### config.mk
export PLATFORM = sky130hd
export DESIGN_NAME = lb4_seq_ctrl
export DESIGN_NICKNAME = d
export VERILOG_FILES = /design/src/rtl/lb4_seq_ctrl.sv
export SDC_FILE = /design/constraint.sdc
export NUM_CORES = 1
export LEC_CHECK = 0
export BUFFER_PORTS_ARGS = -buffer_cell sky130_fd_sc_hd__buf_2
export CAP_MARGIN = 30
export CELL_PAD_IN_SITES_DETAIL_PLACEMENT = 1
export CELL_PAD_IN_SITES_GLOBAL_PLACEMENT = 1
export CORE_ASPECT_RATIO = 0.75
export CORE_UTILIZATION = 31
export DETAILED_ROUTE_END_ITERATION = 10
export PLACE_DENSITY = 0.74
export SETUP_SLACK_MARGIN = 0.02
export SLEW_MARGIN = 0
export SYNTH_ARGS = -nofsm -noshare
export SYNTH_HDL_FRONTEND = slang
export SYNTH_SLANG_ARGS = --single-unit
### constraint.sdc
create_clock -name CK -period 1.75 [get_ports CK]
set_input_delay 0.175 -clock CK [delete_from_list [all_inputs] [get_ports CK]]
set_output_delay 0.175 -clock CK [all_outputs]
set_load 0.02 [all_outputs]
### src/rtl/lb4_seq_ctrl.sv
// lb4_seq_ctrl: sequencing controller for an external 4-bit up/down counter
// slice. It stores a reload value, direction and mode, steers the slice's
// load/enable/carry controls, and reports terminal events as a one-cycle TC
// pulse plus a saturating event count.
module lb4_seq_ctrl #(
  parameter int TCW = 8
) (
  input  logic           CK,
  input  logic           RSTN,
  input  logic           CMD_VALID,
  output logic           CMD_READY,
  input  logic [1:0]     CMD_OP,
  input  logic [3:0]     CMD_DATA,
  input  logic           CMD_DIR,
  input  logic           CMD_MODE,
  input  logic           TICK,
  input  logic [3:0]     Q,
  input  logic           CO,
  output logic [3:0]     D,
  output logic           SD,
  output logic           SP,
  output logic           CI,
  output logic           CON,
  output logic           CD,
  output logic           BUSY,
  output logic           TC,
  output logic [TCW-1:0] TC_CNT
);

  typedef enum logic [1:0] {IDLE, LOAD, RUN, PAUSED} state_t;
  typedef enum logic [1:0] {OP_LOAD, OP_START, OP_PAUSE, OP_ABORT} op_t;

  state_t         state_r, state_nx_s;
  logic [3:0]     reload_r;
  logic           dir_r, mode_r;
  logic           ready_r, busy_r, tc_r, cd_r;
  logic [TCW-1:0] cnt_r;

  logic acc_s, load_acc_s, start_s, pause_s, abort_s, term_s, tc_evt_s;
  logic sd_s, sp_s, ci_s;
  logic q_unused_s;

  // Terminal detection relies on the slice carry-out alone, so Q is not needed.
  assign q_unused_s = ^Q;

  assign acc_s      = CMD_VALID & ready_r;
  assign load_acc_s = acc_s & (CMD_OP == OP_LOAD) & (state_r == IDLE);
  assign start_s    = acc_s & (CMD_OP == OP_START);
  assign pause_s    = acc_s & (CMD_OP == OP_PAUSE);
  assign abort_s    = acc_s & (CMD_OP == OP_ABORT);
  // Slice carry-out matches direction exactly at the end of the count range.
  assign term_s     = (state_r == RUN) & TICK & (CO == dir_r);
  // An abort landing on the terminal cycle suppresses the event entirely.
  assign tc_evt_s   = term_s & ~abort_s;

  // Next-state selection and combinational slice controls.
  always_comb begin
    state_nx_s = state_r;
    sd_s       = 1'b0;
    sp_s       = 1'b0;
    ci_s       = 1'b0;
    case (state_r)
      IDLE: begin
        if (load_acc_s) begin
          state_nx_s = LOAD;
        end else if (start_s) begin
          state_nx_s = RUN;
        end else begin
          state_nx_s = IDLE;
        end
      end
      LOAD: begin
        sd_s       = 1'b1;
        sp_s       = 1'b1;
        state_nx_s = IDLE;
      end
      RUN: begin
        if (term_s) begin
          if (abort_s) begin
            state_nx_s = IDLE;
          end else if (mode_r) begin
            // Periodic: reload instead of wrapping.
            sd_s       = 1'b1;
            sp_s       = 1'b1;
            ci_s       = dir_r;
            state_nx_s = pause_s ? PAUSED : RUN;
          end else begin
            // One-shot: hold the slice at its end value and stop.
            ci_s       = dir_r;
            state_nx_s = IDLE;
          end
        end else begin
          sp_s = TICK;
          ci_s = TICK & dir_r;
          if (abort_s) begin
            state_nx_s = IDLE;
          end else if (pause_s) begin
            state_nx_s = PAUSED;
          end else begin
            state_nx_s = RUN;
          end
        end
      end
      PAUSED: begin
        if (abort_s) begin
          state_nx_s = IDLE;
        end else if (start_s) begin
          state_nx_s = RUN;
        end else begin
          state_nx_s = PAUSED;
        end
      end
      default: begin
        state_nx_s = IDLE;
      end
    endcase
  end

  // State register and registered status outputs.
  always_ff @(posedge CK) begin
    if (!RSTN) begin
      state_r <= IDLE;
      ready_r <= 1'b0;
      busy_r  <= 1'b0;
      tc_r    <= 1'b0;
      cd_r    <= 1'b1;
      cnt_r   <= {TCW{1'b0}};
    end else begin
      state_r <= state_nx_s;
      ready_r <= (state_nx_s != LOAD);
      busy_r  <= (state_nx_s == RUN) || (state_nx_s == PAUSED);
      tc_r    <= tc_evt_s;
      cd_r    <= abort_s;
      if (load_acc_s) begin
        cnt_r <= {TCW{1'b0}};
      end else if (tc_evt_s && (cnt_r != {TCW{1'b1}})) begin
        cnt_r <= cnt_r + TCW'(1);
      end else begin
        cnt_r <= cnt_r;
      end
    end
  end

  // Configuration captured from an accepted LOAD in IDLE.
  always_ff @(posedge CK) begin
    if (!RSTN) begin
      reload_r <= 4'd0;
      dir_r    <= 1'b1;
      mode_r   <= 1'b0;
    end else if (load_acc_s) begin
      reload_r <= CMD_DATA;
      dir_r    <= CMD_DIR;
      mode_r   <= CMD_MODE;
    end else begin
      reload_r <= reload_r;
      dir_r    <= dir_r;
      mode_r   <= mode_r;
    end
  end

  assign CMD_READY = ready_r;
  assign D         = reload_r;
  assign CON       = dir_r;
  assign SD        = sd_s;
  assign SP        = sp_s;
  assign CI        = ci_s;
  assign CD        = cd_r;
  assign BUSY      = busy_r;
  assign TC        = tc_r;
  assign TC_CNT    = cnt_r;

endmodule

# Word level (Yosys, flattened, before mapping)

Cells that the tools add are included.

Input port bits: 17
Word-level logic and storage cells: 57
Flip-flop bits (word level): 20
Output and inout bits: 20

$add $sub $neg: 1
Bitwise operators: 12
Reduce and logical (&&, ||, !) cells: 5
Multiplexer cells: 19
Equal/unequal tests: 11

Operator list:

| operator              | number |
|---|---|
| $mux W2               | 7 |
| $eq A2 B2 Y1 const B  | 6 |
| $and A1 B1 Y1         | 10 |
| $mux W1               | 9 |
| $add A8 B1 Y8 const B | 1 |
| $ne A8 B8 Y1 const B  | 1 |
| $pmux W2 S4           | 1 |
| $eq A2 B1 Y1 const B  | 2 |
| $logic_not A2 Y1      | 2 |
| $pmux W1 S2           | 2 |
| $ne A2 B1 Y1 const B  | 1 |
| $not A1 Y1            | 2 |
| $reduce_or A2 Y1      | 1 |
| $eq A1 B1 Y1          | 1 |
| $logic_and A1 B1 Y1   | 1 |
| $logic_or A1 B1 Y1    | 1 |

# Depth between registers and ports, before layout

Depth in word-level cells: 9
Depth in mapped cells: 7
Mapped depth without buffers: 6

# Worst setup path before layout

OpenSTA, ideal clock, no wires.

Path type: reg2reg
Start: reg state_r[1]
End: reg cnt_r[3], in the netlist TC_CNT[3]
Stages on the path, launching flop included: 6
Clock period less this slack: 1.882 ns
Setup time: 0.070 ns
Data required time: 1.680 ns
Arrival: 1.812 ns
Buffers on the path: 0
Setup slack: -0.132 ns
Path through: dfxtp_1 -> ha_1 -> nand2_1 -> or3_4 -> or4_1 -> a21oi_1

Word-level cells in the longest chain between the ends: 5
Elaborated cells between the ends (all ways): 8
Classes of those cells: 1 x eq/ne; 4 x bitwise; 3 x reduce/logical

Ends and longest elaborated chain:

| element                     | RTL line | source |
|---|---|---|
| start, declared             | 33       | `state_t state_r, state_nx_s;` |
| start signal, assigned      | 129      | `state_r <= state_nx_s;` |
| $eq A2 B2 Y1                | 52       | `assign term_s = (state_r == RUN) & TICK & (CO == dir_r);` |
| $and A1 B1 Y1 (2 in series) | 52       |  |
| $and A1 B1 Y1               | 54       | `assign tc_evt_s = term_s & ~abort_s;` |
| $logic_and A1 B1 Y1         | 136      | `end else if (tc_evt_s && (cnt_r != {TCW{1'b1}})) begin` |
| end signal, assigned        | 135      | `cnt_r <= {TCW{1'b0}};` |
| end signal, assigned        | 137      | `cnt_r <= cnt_r + TCW'(1);` |
| end signal, assigned        | 139      | `cnt_r <= cnt_r;` |
| end, declared               | 37       | `logic [TCW-1:0] cnt_r;` |

Several ways; a longest one is shown, not always the timed one.
A chain may end at the register's enable or synchronous reset.

# Worst setup path after layout

Start: reg state_r[0]
End: out SD

Word-level cells in the longest chain between the ends: 5
Elaborated cells between the ends (all ways): 6
Classes of those cells: 2 x eq/ne; 2 x mux; 2 x bitwise

Ends and longest elaborated chain:

| element                     | RTL line | source |
|---|---|---|
| $eq A2 B2 Y1                | 52, 62   |  |
| $and A1 B1 Y1 (2 in series) | 52       |  |
| $mux W1                     | 78       | `if (term_s) begin` |
| $pmux W1 S2 (*)             | 62       | `case (state_r)` |
| end, declared               | 20       | `output logic SD,` |

Mark *: on every way between the ends. The rest lies on a longest branch, timed or not.

==> summary.md <==
| Metric | Value |
|---|---|
| RePlAce Congestion | 0.891 |
| Cell area after layout | 1420 um2 |
| Worst Setup SP | state_r[0]$_SDFF_PN0_ |
| Clk sinks | 19 |
| Critical Path, Cell by Cell | inv_2 -> ha_4 -> nand2_4 -> buf_6 -> nor3_4 -> a21oi_2 -> nor2b_1 -> buf_4 |
| Die Area | 3360 um2 |
| Largest net degree at the start of global routing | 12 |
| CP startpoint kind | register |
| Max rail drop VDD | 352 uV |
| Num CTS Buffers | 3 |
| Dpl ws | -0.306 ps |
| Max cap viols | 0 |
| Post-Syn Nets | 136 |
| Violated checks | setup timing |
| Post-route DRC | 0 |
| Post-synth EDFFs | 0 |
| Fill cells | 365 |
| Vias in the first global route | 1031 |
| Worst skew pair latency | 260 ps |
| Tot GR Track Use | 0.204 |
| Worst rel slew slack | 0.715 |
| Routed WL per cell | 16.1 um |
| Vias per cell | 5.39 |
| Family with the most delay on the worst path | simple AND/OR/NAND/NOR gates |
| DRT Pass-1 Iters | 4 |
| Crit Path Max Fanout | 3 |
| Worst Hold Depth | 2 |
| First-pass GRT wire length | 5050 um |
| CTS root buffer | clkbuf_8 |
| Synth cell types | 31 |
| Clock transition at path regs | 70 ps |
| Critical path capture point type | output port |
| Synthesized instance count | 113 |
| Worst clock skew | 2.42 ps |
| Status | complete, but fails checks |
| CP Buf/Inv Count | 3 |
| CP max-delay cell | dfxtp_2 |
| Antenna diode count | 0 |
| Layout Utilization | 0.479 |
| Tcrit/Tclk final | 1.00 |
| Pwr dens | 622 nW/um2 |
| Initial core utilization | 0.328 |
| Core box area | 2960 um2 |
| Asr flop ratio synth | 0 |
| Top cell type's share of synthesized area | 0.392 |
| Top-count cell post-synth | dfxtp_1 |
| Die width | 66.6 um |
| Sequential cell area fraction in the yosys report | 0.392 |
| Final worst slack | -0.751 ps |
| Area growth, synth to finish | 45.7% |
| Min Tclk post-route | 1750 ps |
| Most used DFF post-synth | dfxtp_1 |
| Post-synth top cells | 19 x dfxtp_1, 13 x a21oi_1, 9 x nor2_1 |
| Final WL | 3200 um |
| Worst Path Required | 1570 ps |
| CP Class | register to output port |
| Area leader, netlist | dfxtp_1 |
| Dpl hpwl | 2270 um |
| Cell area after synthesis | 971 um2 |
| Leakage | 0.594 nW |
| Synth Register Bits | 19 |
| Critical path arrival | 1580 ps |
| Flop-to-flop setup slack | 30 ps |
| Post-DP Area | 1290 um2 |
| Nets@finish | 185 |
| Layout cells sized above 1 | 0.416 |
| Fin. Hold Viols | 0 |
| Std cell rows | 17 |
| Total Power | 0.000880 W |
| CTS tree | yes |
| F_max | 571 MHz |
| Synth warn | 0 |
| Levels on crit path | 8 |
| Avg Cell Area, Syn | 8.59 um2 |
| Crit-path max cell delay | 330 ps |
| Final-report max-slew violation count | 0 |
| Final ANT Viol Nets | 0 |
| Hold-fix buffer count after cts | 0 |
| R2R Path End | TC_CNT[5]$_SDFFE_PP0P_ |
| Clock H-tree levels | 1 |
| Vias post-DR | 1072 |
| Area occupied by multi-input gates | 624 um2 |
| Finish-stage setup viols | 1 |
| Worst min-delay path class | input pin to register |
| Worst R2R Start | state_r[0]$_SDFF_PN0_ |
| Hold Startpoint | RSTN |
| Port Buffers | 32 |
| Longest Clk Path Bufs | 2 |
| Initial drt markers | 36 |
| RSZ-0062 raised after global routing | true |
| GR Overflow Total | 0 |
| Hold Path End | CON$_SDFFE_PN1P_ |
| Initial antenna violation count | 0 |
| Register area | 387 um2 |
| I/O Pins | 37 |
| Worst-Margin Slew | 427 ps |
| Die height | 50.5 um |
| Synth area leaders | dfxtp_1 39%, ha_1 7.7%, a21oi_1 6.7%, mux2i_1 6.2%, o21ai_0 3.6% |
| FF-to-FF path depth | 7 |
-- repair_timing --
action	CTS	global route
setup endpoints to repair	4	5
gates cloned	0	0
pin swaps	3	6
gates resized for setup	5	13
setup buffers	0	2
-- metrics by stage --
step                      hold slack (ps)  setup TNS (ps)  instances
after floorplan                       237               0        113
after global placement                381               0        193
after detailed placement              383          -0.306        193
after CTS                             105               0        197
after global routing                  124           -73.1        199
final                                 110          -0.751        199
-- flip-flops by register name (all words and copies together) (netlist names) --
| signal | count |
|---|---|
| TC_CNT | 8 |
| D | 4 |
| state_r | 2 |
| CD | 1 |
| CMD_READY | 1 |
| CON | 1 |
| TC | 1 |
| mode_r | 1 |
-- cells by family after synthesis --
logic type / count (synthesis) / synth area share
XOR/XNOR: 2 / 0.0180
multiplexers: 6 / 0.0619
AO/OA/AOI/OAI: 32 / 0.193
buffers and inverters: 8 / 0.0322
flip-flops: 19 / 0.392
AND/OR/NAND/NOR: 40 / 0.226
adder cells (fa/ha/maj): 6 / 0.0773
-- routing by layer --
metal | global-route usage | part of all wire
met4 | 0.0426 | 0.013
met5 | 0 | 0
met1 | 0.268 | 0.45
met2 | 0.327 | 0.47
met3 | 0.0659 | 0.067
-- cells in the final DEF (no fill, tap or decap), drive strengths merged, types with 2 or more instances in the layout --
| master | n |
|---|---|
| o211ai | 3 |
| nand4 | 3 |
| a21oi | 13 |
| or4 | 2 |
| o21ai | 7 |
| clkinv | 2 |
| nand2 | 7 |
| mux2i | 6 |
| clkbuf | 3 |
| buf | 46 |
| nor2 | 9 |
| or3 | 4 |
| o31ai | 2 |
| inv | 5 |
| a31oi | 2 |
| and4 | 2 |
| ha | 6 |
| nand3 | 6 |
| nor3 | 2 |
| a211oi | 3 |
| dfxtp | 19 |
-- report_power, final --
group          internal [W]  switching, W  total, W
Combinational     0.0000535     0.0000721  0.000126
Sequential         0.000441    0.00000610  0.000447
Clock              0.000158      0.000149  0.000308
-- area by class of cell --
class                           count  area share
Clock buffer                        3      0.0292
Clock inverter                      1     0.00354
Inverter                            6      0.0159
Multi-Input combinational cell     86       0.441
Sequential cell                    19       0.273
Tap cell                           38      0.0336
Timing Repair Buffer               46       0.203
-- how the worst max path moves through the flow --
stage / to / slack, ps
after global routing: SD / -60
after CTS: SD / 10
after global placement: TC_CNT[3]$_SDFFE_PP0P_ / 70
after detailed placement: TC_CNT[4]$_SDFFE_PP0P_ / -0.3
final: SD / -0.8
after floorplan: TC_CNT[3]$_SDFFE_PP0P_ / 30
Power figures use the tool's default switching activity.
